File: src/rtl/fifo_wr_arbiter.sv
// Round-robin write arbiter and exact occupancy tracker for the single-clock FIFO; the handshake takes zero cycles and count is registered.
// Writes are refused while count == DEPTH and reads while count == 0. Define FIFO_ARB_BURST_EN to let a winner keep the port for up to BURST_MAX writes.
module fifo_wr_arbiter #(
  parameter int N_REQ     = 4,
  parameter int DATA_W    = 8,
  parameter int DEPTH     = 16,
  parameter int BURST_MAX = 4,
  localparam int CNT_W    = $clog2(DEPTH) + 1,
  localparam int ID_W     = $clog2(N_REQ)
) (
  input  logic                    clk,
  input  logic                    rst,
  input  logic [N_REQ-1:0]        req_valid,
  input  logic [N_REQ*DATA_W-1:0] req_data,
  output logic [N_REQ-1:0]        req_ready,
  output logic                    fifo_w_en,
  output logic [DATA_W-1:0]       fifo_w_data,
  input  logic                    rd_req,
  output logic                    fifo_r_en,
  output logic [ID_W-1:0]         grant_id,
  output logic [CNT_W-1:0]        count,
  output logic                    full,
  output logic                    empty
);

  localparam logic [CNT_W-1:0] DEPTH_C = CNT_W'(DEPTH);
  localparam logic [ID_W-1:0]  LAST_ID = ID_W'(N_REQ - 1);

  logic [ID_W-1:0] rr_ptr;
  logic [ID_W-1:0] last_id;
  logic [ID_W-1:0] rr_idx;
  logic [ID_W-1:0] rr_win;
  logic [ID_W-1:0] win;
  logic            rr_found;
  logic            space;
  logic            grant;

  assign full  = (count == DEPTH_C);
  assign empty = (count == '0);

  // Gating with rst keeps every strobe low while reset is held, not only after the first edge.
  assign space     = rst && (count < DEPTH_C);
  assign fifo_r_en = rst && rd_req && !empty;

  always_comb begin
    rr_found = 1'b0;
    rr_win   = rr_ptr;
    rr_idx   = rr_ptr;
    for (int k = 1; k <= N_REQ; k++) begin
      rr_idx = ID_W'((int'(rr_ptr) + k) % N_REQ);
      if (!rr_found && req_valid[rr_idx]) begin
        rr_found = 1'b1;
        rr_win   = rr_idx;
      end
    end
  end

`ifdef FIFO_ARB_BURST_EN
  localparam int              BC_W      = $clog2(BURST_MAX) + 1;
  localparam logic [BC_W-1:0] BURST_LIM = BC_W'(BURST_MAX);

  typedef enum logic {IDLE, HOLD} state_t;

  state_t          state, state_nxt;
  logic [BC_W-1:0] burst_cnt, burst_cnt_nxt;
  logic            hold_grant;

  // rr_ptr follows every accepted write, so in HOLD it names the holder.
  always_ff @(posedge clk or negedge rst) begin
    if (!rst) begin
      state     <= IDLE;
      burst_cnt <= '0;
      rr_ptr    <= LAST_ID;
    end else begin
      state     <= state_nxt;
      burst_cnt <= burst_cnt_nxt;
      if (grant) rr_ptr <= win;
    end
  end

  always_comb begin
    state_nxt     = IDLE;
    burst_cnt_nxt = '0;
    if (grant) begin
      state_nxt     = HOLD;
      burst_cnt_nxt = hold_grant ? burst_cnt + BC_W'(1) : BC_W'(1);
    end
  end

  // A lapsed hold falls through to round-robin in the same cycle, so no bubble.
  always_comb begin
    hold_grant = (state == HOLD) && space && req_valid[rr_ptr] && (burst_cnt < BURST_LIM);
    win        = hold_grant ? rr_ptr : rr_win;
    grant      = hold_grant || (space && rr_found);
  end
`else
  assign win   = rr_win;
  assign grant = space && rr_found;

  always_ff @(posedge clk or negedge rst) begin
    if (!rst)       rr_ptr <= LAST_ID;
    else if (grant) rr_ptr <= win;
  end

  // BURST_MAX only shapes the burst build.
  if (BURST_MAX < 1) begin : g_burst_cfg
  end
`endif

  always_comb begin
    req_ready   = '0;
    fifo_w_data = '0;
    if (grant) begin
      req_ready[win] = 1'b1;
      fifo_w_data    = req_data[int'(win)*DATA_W +: DATA_W];
    end
  end

  assign fifo_w_en = grant;
  assign grant_id  = grant ? win : last_id;

  always_ff @(posedge clk or negedge rst) begin
    if (!rst)       last_id <= '0;
    else if (grant) last_id <= win;
  end

  always_ff @(posedge clk or negedge rst) begin
    if (!rst) begin
      count <= '0;
    end else begin
      case ({fifo_w_en, fifo_r_en})
        2'b10:   count <= count + CNT_W'(1);
        2'b01:   count <= count - CNT_W'(1);
        default: count <= count;
      endcase
    end
  end

endmodule

File: config.mk
export PLATFORM = sky130hd
export DESIGN_NAME = fifo_wr_arbiter
export DESIGN_NICKNAME = d
export VERILOG_FILES = /design/src/rtl/fifo_wr_arbiter.sv
export SDC_FILE = /design/constraint.sdc
export NUM_CORES = 1
export LEC_CHECK = 0
export CORE_ASPECT_RATIO = 1.4
export CORE_MARGIN = 5
export CORE_UTILIZATION = 35
export DETAILED_ROUTE_END_ITERATION = 6
export PLACE_DENSITY_LB_ADDON = 0.15
export SYNTH_ARGS = -nofsm -noshare
export SYNTH_HDL_FRONTEND = slang
export SYNTH_SLANG_ARGS = --single-unit
File: constraint.sdc
create_clock -name clk -period 3.8 [get_ports clk]
set_clock_uncertainty 0.1 [all_clocks]
set_input_delay 0.76 -clock clk [delete_from_list [all_inputs] [get_ports clk]]
set_output_delay 0.76 -clock clk [all_outputs]
set_load 0.01 [all_outputs]
==> results.json, run 1 <==
{
  "p_leak_nw": 0.894,
  "worst_slack_ns": 0.0886,
  "antenna_found_initial": 0,
  "drt_iter0_markers": 14,
  "p_comb_share_pct": 72.3,
  "setup_violations": 0,
  "p_clk_share_pct": 7.3,
  "die_height_um": 70.0,
  "yosysWarnings": 0,
  "powerDensity_nw_per_um2": 614,
  "netlist_area_um2": 900,
  "drive_above_1_share_pct": 16.4,
  "p_int_mw": 0.621,
  "core_area_um2": 2440,
  "synth-seq-cells": 9,
  "cp.required_ns": 2.94,
  "clock_path_buffers": 2,
  "cts.sinks": 9,
  "synthAdderAreaFrac_pct": 7.79,
  "rsz0062_at_grt": "no",
  "vias_per_cell": 4.90,
  "multi_input_area_um2": 633,
  "dieWidth_um": 52.8,
  "cp-startpoint": "req_valid[1]",
  "path_clk_slew_ns": 0.06,
  "synth_xor_area_share_pct": 3.89,
  "ctsRootBufferMaster": "clkbuf_4",
  "min-delay-start": "last_id[1]",
  "h-tree-depth": 1,
  "cts_tree": "yes",
  "fmax_mhz": 269,
  "synth_compound_area_share_pct": 19.2,
  "hpwl_mm": 2.56,
  "synth_nets": 144,
  "synth_top_family_by_area": "multiplexers",
  "routed_wl_mm": 3.11,
  "rows": 21,
  "yosys.area.top_type": "dfrtp_1",
  "numCtsBuffers": 3,
  "start_util_pct": 36.8,
  "syn_to_final_growth_pct": 89.2,
  "diodes": 0,
  "synth.most_common_cell": "mux2i_1",
  "async_flop_share_pct": 100,
  "p_sw_mw": 0.425,
  "power_frac_seq_pct": 20.4,
  "status": "finished clean",
  "use_met2_pct": 32.2,
  "grt_overflow": 0,
  "syn_area_per_cell_um2": 9.00,
  "final_cells": 205,
  "hold_path_class": "flop to flop",
  "grt_max_degree": 14,
  "synth_edf_count": 0,
  "synthMuxAreaShare_pct": 19.5,
  "grt_busiest_layer": "met2",
  "yosysSeqAreaShare_pct": 25.3,
  "port_buffers": 61,
  "grt_pass1_wl_mm": 5.04,
  "worst_pin_slew_ns": 0.342,
  "synth_top_area_share_pct": 19.5,
  "start_kind": "input port",
  "wl_per_cell_um": 15.2,
  "crit_path_end_kind": "output pin",
  "synth_ff_type": "dfrtp_1",
  "cp.arrival_ns": 2.85,
  "pre_cts_ws_ns": -0.155,
  "dp_cells": 201,
  "post_cts_buffers": 0,
  "final.period_utilization_pct": 97.7,
  "final.fill_count": 210,
  "grt_pass1_vias": 1063,
  "gp_congestion": 0.818,
  "syn_inst": 100,
  "hold_violations": 0,
  "cts_hold_buffers": 0,
  "yosys-top-cells-count": "mux2i_1 (16), nor2_1 (9), inv_1 (8), dfrtp_1 (7), o22ai_1 (7)",
  "nNetsFinal": 216,
  "slew_headroom_pct": 77.2,
  "grt_util_met1_pct": 19.5,
  "io_pins": 62,
  "slew_violations": 0,
  "dieArea_um2": 3700,
  "ant_nets": 0,
  "dr.pass1.iters": 4,
  "regArea_um2": 228,
  "clkLatencyLatePin_ns": 0.27,
  "grt_use_total_pct": 18.1,
  "grt_use_met3_pct": 3.83,
  "cap_violations": 0,
  "synth_cell_type_count": 36,
  "critPathKind": "input port to output pin",
  "yosys.area_share.simple_pct": 16.6,
  "reg2reg_from": "count[0]",
  "synth_area_leaders": "dfrtp_1 (19%), mux2i_1 (18%), dfstp_2 (5.8%), ha_1 (5.6%), o22ai_1 (4.9%)",
  "peakVddDrop_mv": 0.488,
  "route.detailed.drc": 0,
  "crit_fanout": 4,
  "min_period_ns": 3.71,
  "via_count": 1004,
  "swShare_pct": 40.6
}
cell type report:
cell class / count / area share [%]
flip-flops and latches: 9 / 13.4
multi-input cells: 77 / 37.2
clock buffers: 4 / 1.54
well taps: 34 / 2.50
inverters: 9 / 1.99
repair buffers: 72 / 43.4
kinds of logic (layout without fill, tap and decap cells):
kind of cell,after synthesis,after routing
compound gates,25,25
flops,9,9
xor+xnor,4,4
simple gates,26,26
buf+inv,14,85
mux,17,17
fa+ha+maj,5,5
power groups by stage:
stage               Sequential (mW)  Clock (mW)  Combinational, mW
floorplan                     0.202           0              0.420
global placement              0.207           0              0.732
detailed placement            0.208           0              0.752
CTS                           0.211      0.0773              0.760
global route                  0.222      0.0815              0.825
finish                        0.213      0.0760              0.756
registers in the layout, indices dropped and copies added (netlist names):
name,flops
last_id,2
count,5
rr_ptr,2
worst paths after layout:
kind	to	slack, ns	cells after the start
setup / recovery	grant_id[1]	0.09	6
hold / removal	last_id[1]	0.39	1
setup reg to reg	count[4]	0.71	10
hold reg to reg	last_id[1]	0.39	1
max in group asynchronous	rr_ptr[0]	2.66	2
min in group asynchronous	last_id[1]	0.76	2
cell usage in the layout (no fill, tap or decap), drive strengths merged, types with 2 or more instances in the layout:
| master | n |
|---|---|
| a21oi | 7 |
| buf | 11 |
| clkbuf | 4 |
| clkdlybuf4s50 | 50 |
| dfrtp | 7 |
| dfstp | 2 |
| dlygate4sd2 | 2 |
| dlymetal6s2s | 9 |
| ha | 4 |
| inv | 9 |
| mux2i | 16 |
| nand2 | 5 |
| nor2 | 10 |
| o21a | 2 |
| o21ai | 4 |
| o22ai | 7 |
| or2b | 2 |
| or4 | 2 |
| xnor2 | 2 |
| xor2 | 2 |
worst max-delay path: stages:
cell             delay, ns
clkdlybuf4s50_1       0.48
or4_1                 0.56
and3_2                0.27
buf_4                 0.14
o21a_1                0.17
clkdlybuf4s50_1       0.48
metal layers:
metal | wire [µm] | share of wire [%]
met5 | 0 | 0
met4 | 89 | 2.9
met1 | 1170 | 38
met3 | 134 | 4.3
met2 | 1710 | 55
per-stage QoR:
| stage | hold WS, ns | util [%] | TNS (ns) | area [µm²] | total power [mW] |
|---|---|---|---|---|---|
| finish | 0.387 | 69.6 | 0 | 1700 | 1.05 |
| global route | 0.404 | 69.6 | 0 | 1700 | 1.13 |
| CTS | 0.391 | 68.1 | 0 | 1660 | 1.05 |
| detailed placement | 0.377 | 66.5 | -0.187 | 1620 | 0.959 |
| global placement | 0.374 | 66.5 | -0.0155 | 1620 | 0.939 |
| floorplan | 0.364 | - | 0 | 900 | 0.622 |
timing repair:
| item | 4_1_cts | 5_1_grt |
|---|---|---|
| gates cloned | 0 | 0 |
| endpoints found under the setup margin | 3 | 10 |
| pin swaps | 0 | 1 |
| gates resized for setup | 4 | 13 |
(Power assumes the default switching activity.)
==> run 2: changes to the inputs <==
Settings changed: RECOVER_POWER set to 25.
==> run 2 against run 1 <==
Die area is the same. Sequential power about the same. Critical path depth stayed put. Routed wire length shrank 0.19%. Fmax about the same. Utilization is 0.31 points lower. Worst setup slack is essentially flat. Cell area decreased by 0.44%. Register-to-register slack barely moved. Clock power is essentially flat. Power down 0.33%. Global-route usage unchanged.
==> results.json, run 2 (same netlist as run 1, synthesis figures left out) <==
{
  "status": "finished clean",
  "cts_tree": "yes",
  "largest_registers": "count (5), last_id (2), rr_ptr (2)",
  "final_cell_mix": "clkdlybuf4s50_1 (48), mux2i_1 (15), nor2_1 (9), dlymetal6s2s_1 (9), inv_1 (8)",
  "ctsRootBufferMaster": "clkbuf_4",
  "powerDensity_nw_per_um2": 615,
  "multi_input_area_um2": 633,
  "cap_violations": 0,
  "start_kind": "input port",
  "via_count": 998,
  "grt_overflow": 0,
  "whs_ns": 0.387,
  "drive_above_1_share_pct": 15.2,
  "diodes": 0,
  "p_total_mw": 1.04,
  "grt_use_total_pct": 18.1,
  "vias_per_cell": 4.87,
  "p_leak_nw": 0.887,
  "fmax_mhz": 269,
  "timing.setup.tns_ns": 0,
  "route.detailed.drc": 0,
  "drt_iter0_markers": 12,
  "slowest_stage": "or4_1",
  "peakVddDrop_mv": 0.481,
  "final.fill_count": 213,
  "grt_pass1_wl_mm": 5.04,
  "critPathKind": "input port to output pin",
  "crit_path_end_kind": "output pin",
  "hold_violations": 0,
  "numCtsBuffers": 3,
  "wl_per_cell_um": 15.1,
  "routed_wl_mm": 3.10,
  "cts_hold_buffers": 0,
  "ant_nets": 0,
  "critPathMostFrequentCell": "clkdlybuf4s50_1",
  "setup_violations": 0,
  "path_cells": "clkdlybuf4s50_1 -> or4_1 -> and3_2 -> buf_4 -> o21a_1 -> clkdlybuf4s50_1",
  "final_common_cell": "clkdlybuf4s50_1",
  "hpwl_mm": 2.56,
  "io_pins": 62,
  "clkLatencyLatePin_ns": 0.27,
  "slowest_delay_ns": 0.56,
  "final_cells": 205,
  "start_util_pct": 36.8,
  "crit_fanout": 4,
  "largest-register": "count",
  "h-tree-depth": 1,
  "dieWidth_um": 52.8,
  "dieArea_um2": 3700,
  "syn_to_final_growth_pct": 88.3,
  "largest_reg_flops": 5,
  "slew_violations": 0,
  "gp_congestion": 0.818,
  "slew_headroom_pct": 77.2,
  "hold_path_class": "flop to flop",
  "finalInstanceArea_um2": 1690,
  "dr.pass1.iters": 4,
  "dpl_cell_area_um2": 1620,
  "grt_max_degree": 14,
  "path_clk_slew_ns": 0.06,
  "antenna_found_initial": 0,
  "regArea_um2": 228,
  "nNetsFinal": 216,
  "worst_pin_slew_ns": 0.342,
  "grt_pass1_vias": 1063,
  "core_area_um2": 2440,
  "port_buffers": 61,
  "die_height_um": 70.0,
  "rows": 21,
  "cp.required_ns": 2.94,
  "cp.arrival_ns": 2.85,
  "clock_path_buffers": 2,
  "cts.sinks": 9,
  "rsz0062_at_grt": "no",
  "min_period_ns": 3.71,
  "dp_cells": 201,
  "final.period_utilization_pct": 97.7
}
-- run 2: cell count changes in the layout (fill, tap and decap cells not counted), sizes merged --
cell,delta
clkbuf,+2
buf,-2
clkdlybuf4s50,-2
dlygate4sd3,+2
-- run 2: repair_timing --
item / in CTS / in global routing
resized for setup: 4 / 13
pin swaps: 0 / 1
setup endpoints to repair: 3 / 10
buffers inserted: 0 / 0
-- run 2: stage by stage --
step | utilization (%) | setup slack (ns)
global placement | 66.5 | -0.0155
floorplan | - | 0.374
global route | 69.3 | 0.0187
finish | 69.3 | 0.0890
detailed placement | 66.5 | -0.155
CTS | 68.1 | 0.0411
-- run 2: area by class of cell --
| cell class | instances | area share [%] |
|---|---|---|
| inverters | 9 | 1.99 |
| multi-input cells | 77 | 37.4 |
| flip-flops and latches | 9 | 13.4 |
| repair buffers | 72 | 43.1 |
| well taps | 34 | 2.51 |
| clock buffers | 4 | 1.55 |
-- run 2: power breakdown --
part	internal [mW]	switching (mW)
Combinational	0.423	0.330
Clock	0.0406	0.0354
Sequential	0.154	0.0590
-- run 2: final timing paths --
path | to | slack (ns) | start | cells after the start
max in group asynchronous | count[2] | 2.50 | rst | 2
worst min-delay path | last_id[1] | 0.39 | last_id[1] | 1
worst max register to register | count[4] | 0.72 | count[0] | 10
worst min register to register | last_id[1] | 0.39 | last_id[1] | 1
worst max-delay path | grant_id[1] | 0.09 | req_valid[1] | 6
min in group asynchronous | last_id[1] | 0.84 | rst | 2
-- run 2: worst max-delay path: cells and delay by family --
kind	cells	cell delay (ns)
buf+inv	3	1.10
simple gates	2	0.83
compound gates	1	0.17
-- run 2: routing by layer --
| metal | vias up | GRT usage (%) | share of wire (%) |
|---|---|---|---|
| li1 | 499 | - | - |
| met1 | 460 | 19.5 | 38 |
| met2 | 30 | 32.2 | 55 |
| met3 | 9 | 3.83 | 4.4 |
| met4 | 0 | 8.52 | 2.9 |
| met5 | - | 0 | 0 |
==> run 3: changes to the inputs <==
Settings changed: ABC_AREA set to 1, CORE_UTILIZATION 35 to 41.
==> run 3 against run 2 <==
Utilization is essentially flat. Highest routed layer unchanged. Flip-flop and latch count is the same. Combinational power grew 130%. Fmax is essentially flat. Via count grew 56%. Cell area grew 25%. Sequential share of layout area shrank 2.7 points. Synthesized cell count grew 110%. Non-clock buffer count shrank 2. Critical path depth grew 5.
==> results.json, run 3 <==
{
  "status": "finished clean",
  "antenna_found_initial": 0,
  "grt_pass1_wl_mm": 6.26,
  "start_util_pct": 41.7,
  "slowest_stage": "clkdlybuf4s50_1",
  "setup_violations": 0,
  "netlist_area_um2": 1280,
  "cp.arrival_ns": 2.85,
  "worst_slack_ns": 0.0859,
  "final_cells": 318,
  "peakVddDrop_mv": 0.584,
  "reg2reg_from": "rr_ptr[0]",
  "slew_violations": 0,
  "cap_violations": 0,
  "holdPathStages": 2,
  "port_buffers": 61,
  "largest-register": "count",
  "drt_iter0_markers": 56,
  "clkLatencyLatePin_ns": 0.23,
  "power_frac_seq_pct": 10.4,
  "powerDensity_nw_per_um2": 953,
  "crit_fanout": 5,
  "dr.pass1.iters": 4,
  "rows": 24,
  "syn_to_final_growth_pct": 66.2,
  "fmax_mhz": 269,
  "grt_use_total_pct": 17.1,
  "swShare_pct": 54.6,
  "regArea_um2": 228,
  "cp-startpoint": "req_valid[1]",
  "hold_violations": 0,
  "p_leak_nw": 1.17,
  "final_common_cell": "nand2_1",
  "route.detailed.drc": 0,
  "final_cell_mix": "nand2_1 (81), clkdlybuf4s50_1 (51), nand2_2 (23), inv_1 (18), nor2_1 (14)",
  "rsz0062_at_grt": "yes",
  "core_area_um2": 3060,
  "syn_inst": 206,
  "path_clk_slew_ns": 0.05,
  "largest_registers": "count (5), last_id (2), rr_ptr (2)",
  "ff2ff_path_depth": 16,
  "synth.most_common_cell": "nand2_1",
  "dieArea_um2": 4350,
  "rrSetupSlack_ns": 0.70,
  "p_comb_share_pct": 84.1,
  "synth_area_leaders": "nand2_1 (24%), dfrtp_1 (14%), nand2_2 (11%), inv_1 (5.3%), nand2_4 (5.3%)",
  "gp_congestion": 0.882,
  "dieWidth_um": 57.2,
  "ctsRootBufferMaster": "clkbuf_8",
  "p_int_mw": 0.919,
  "synth_top_area_share_pct": 24.1,
  "yosysWarnings": 0,
  "syn_area_per_cell_um2": 6.20,
  "cp.required_ns": 2.94,
  "yosys-top-cells-count": "nand2_1 (82), nand2_2 (22), inv_1 (18), nor2_1 (14), nand3_1 (13)",
  "ant_nets": 0,
  "synth_nets": 250,
  "wl_per_cell_um": 12.2,
  "grt_overflow": 0,
  "final.fill_count": 249,
  "via_count": 1553,
  "hpwl_mm": 2.89,
  "crit_path_end_kind": "output pin",
  "die_height_um": 76.0,
  "slew_headroom_pct": 65.2,
  "r2r_end": "count[4]",
  "routed_wl_mm": 3.88,
  "grt_pass1_vias": 1422,
  "min_period_ns": 3.71,
  "start_kind": "input port",
  "grt_max_degree": 21,
  "vias_per_cell": 4.88,
  "yosys.area.top_type": "nand2_1",
  "cts.sinks": 9,
  "critPathKind": "input port to output pin",
  "synth-seq-cells": 9,
  "clock_path_buffers": 2,
  "worst_pin_slew_ns": 0.522,
  "synth_ff_type": "dfrtp_1",
  "largest_reg_flops": 5,
  "p_clk_share_pct": 5.6,
  "synth_edf_count": 0,
  "path_cells": "clkdlybuf4s50_1 -> nand2_1 -> nand2_2 -> nand2_2 -> nand2_4 -> or2_0 -> nand3_4 -> a21oi_2 -> nand2_1 -> nand2_1 -> clkdlybuf4s50_1",
  "hold_path_class": "flop to flop",
  "cts_tree": "yes",
  "p_sw_mw": 1.10,
  "h-tree-depth": 1,
  "nNetsFinal": 324,
  "min-delay-start": "last_id[0]",
  "yosysSeqAreaShare_pct": 17.8,
  "numCtsBuffers": 3,
  "dp_cells": 307,
  "critPathMostFrequentCell": "nand2_1",
  "synth_cell_type_count": 30,
  "final.period_utilization_pct": 97.7,
  "pre_cts_ws_ns": -0.0595,
  "diodes": 0,
  "slowest_delay_ns": 0.53,
  "async_flop_share_pct": 100,
  "timing.setup.tns_ns": 0,
  "drive_above_1_share_pct": 21.9,
  "io_pins": 62,
  "multi_input_area_um2": 1000,
  "whs_endpoint": "last_id[0]"
}
-- run 3: cell families (layout without fill, tap and decap cells) --
group | count (synthesis) | in the layout | share of synthesized area [%]
AO/OA/AOI/OAI | 16 | 17 | 7.54
XOR/XNOR | 2 | 2 | 1.37
adder cells (fa/ha/maj) | 5 | 5 | 5.49
buffers and inverters | 28 | 98 | 11.8
flip-flops | 9 | 9 | 17.8
AND/OR/NAND/NOR | 146 | 148 | 56.0
-- run 3: layout make-up --
class,count,area share (%)
repair buffers,70,32.8
clock buffers,3,1.94
clock inverters,1,0.236
repair inverters,1,0.412
inverters,23,4.48
flip-flops and latches,9,10.7
well taps,39,2.30
multi-input cells,172,47.1
-- run 3: timing repair --
action	CTS	global route
buffers inserted	0	3
pin swaps	1	1
gates cloned	2	2
setup endpoints to repair	8	14
resized for setup	3	18
hold buffers	0	0
-- run 3: layer usage --
metal | GRT usage, % | part of all wire [%] | wire [µm] | up-vias
li1 | - | - | - | 791
met1 | 21.2 | 42 | 1620 | 702
met2 | 30.3 | 50 | 1950 | 52
met3 | 2.37 | 6.1 | 236 | 8
met4 | 3.94 | 1.9 | 72 | 0
met5 | 0 | 0 | 0 | -
-- run 3: worst max-delay path: cells and delay by family --
kind	cells	cell delay (ns)
buffers and inverters	2	1.02
AO/OA/AOI/OAI	1	0.25
AND/OR/NAND/NOR	8	0.83
-- run 3: per-stage QoR --
| step | util [%] | area (µm²) | hold slack (ns) | power [mW] |
|---|---|---|---|---|
| 2_1_floorplan | - | 1280 | 0.364 | 1.27 |
| 3_3_place_gp | 62.8 | 1920 | 0.402 | 1.64 |
| 3_5_place_dp | 62.8 | 1920 | 0.405 | 1.65 |
| 4_1_cts | 65.4 | 2000 | 0.419 | 1.85 |
| 5_1_grt | 69.3 | 2120 | 0.459 | 2.21 |
| 6_report | 69.3 | 2120 | 0.405 | 2.02 |
-- run 3: worst max path at each step --
stage | slack (ns) | end
after detailed placement | -0.06 | fifo_w_data[1]
after global routing | -0.05 | fifo_w_data[5]
after CTS | 0.02 | req_ready[3]
after global placement | -0.03 | fifo_w_data[1]
after floorplan | 1.03 | count[4]
final | 0.09 | fifo_w_data[5]
-- run 3: power groups by stage --
stage | logic (mW) | registers (mW) | clock network [mW]
final | 1.70 | 0.210 | 0.112
after CTS | 1.52 | 0.210 | 0.115
after global routing | 1.87 | 0.221 | 0.122
after floorplan | 1.06 | 0.211 | 0
after global placement | 1.43 | 0.212 | 0
after detailed placement | 1.44 | 0.211 | 0
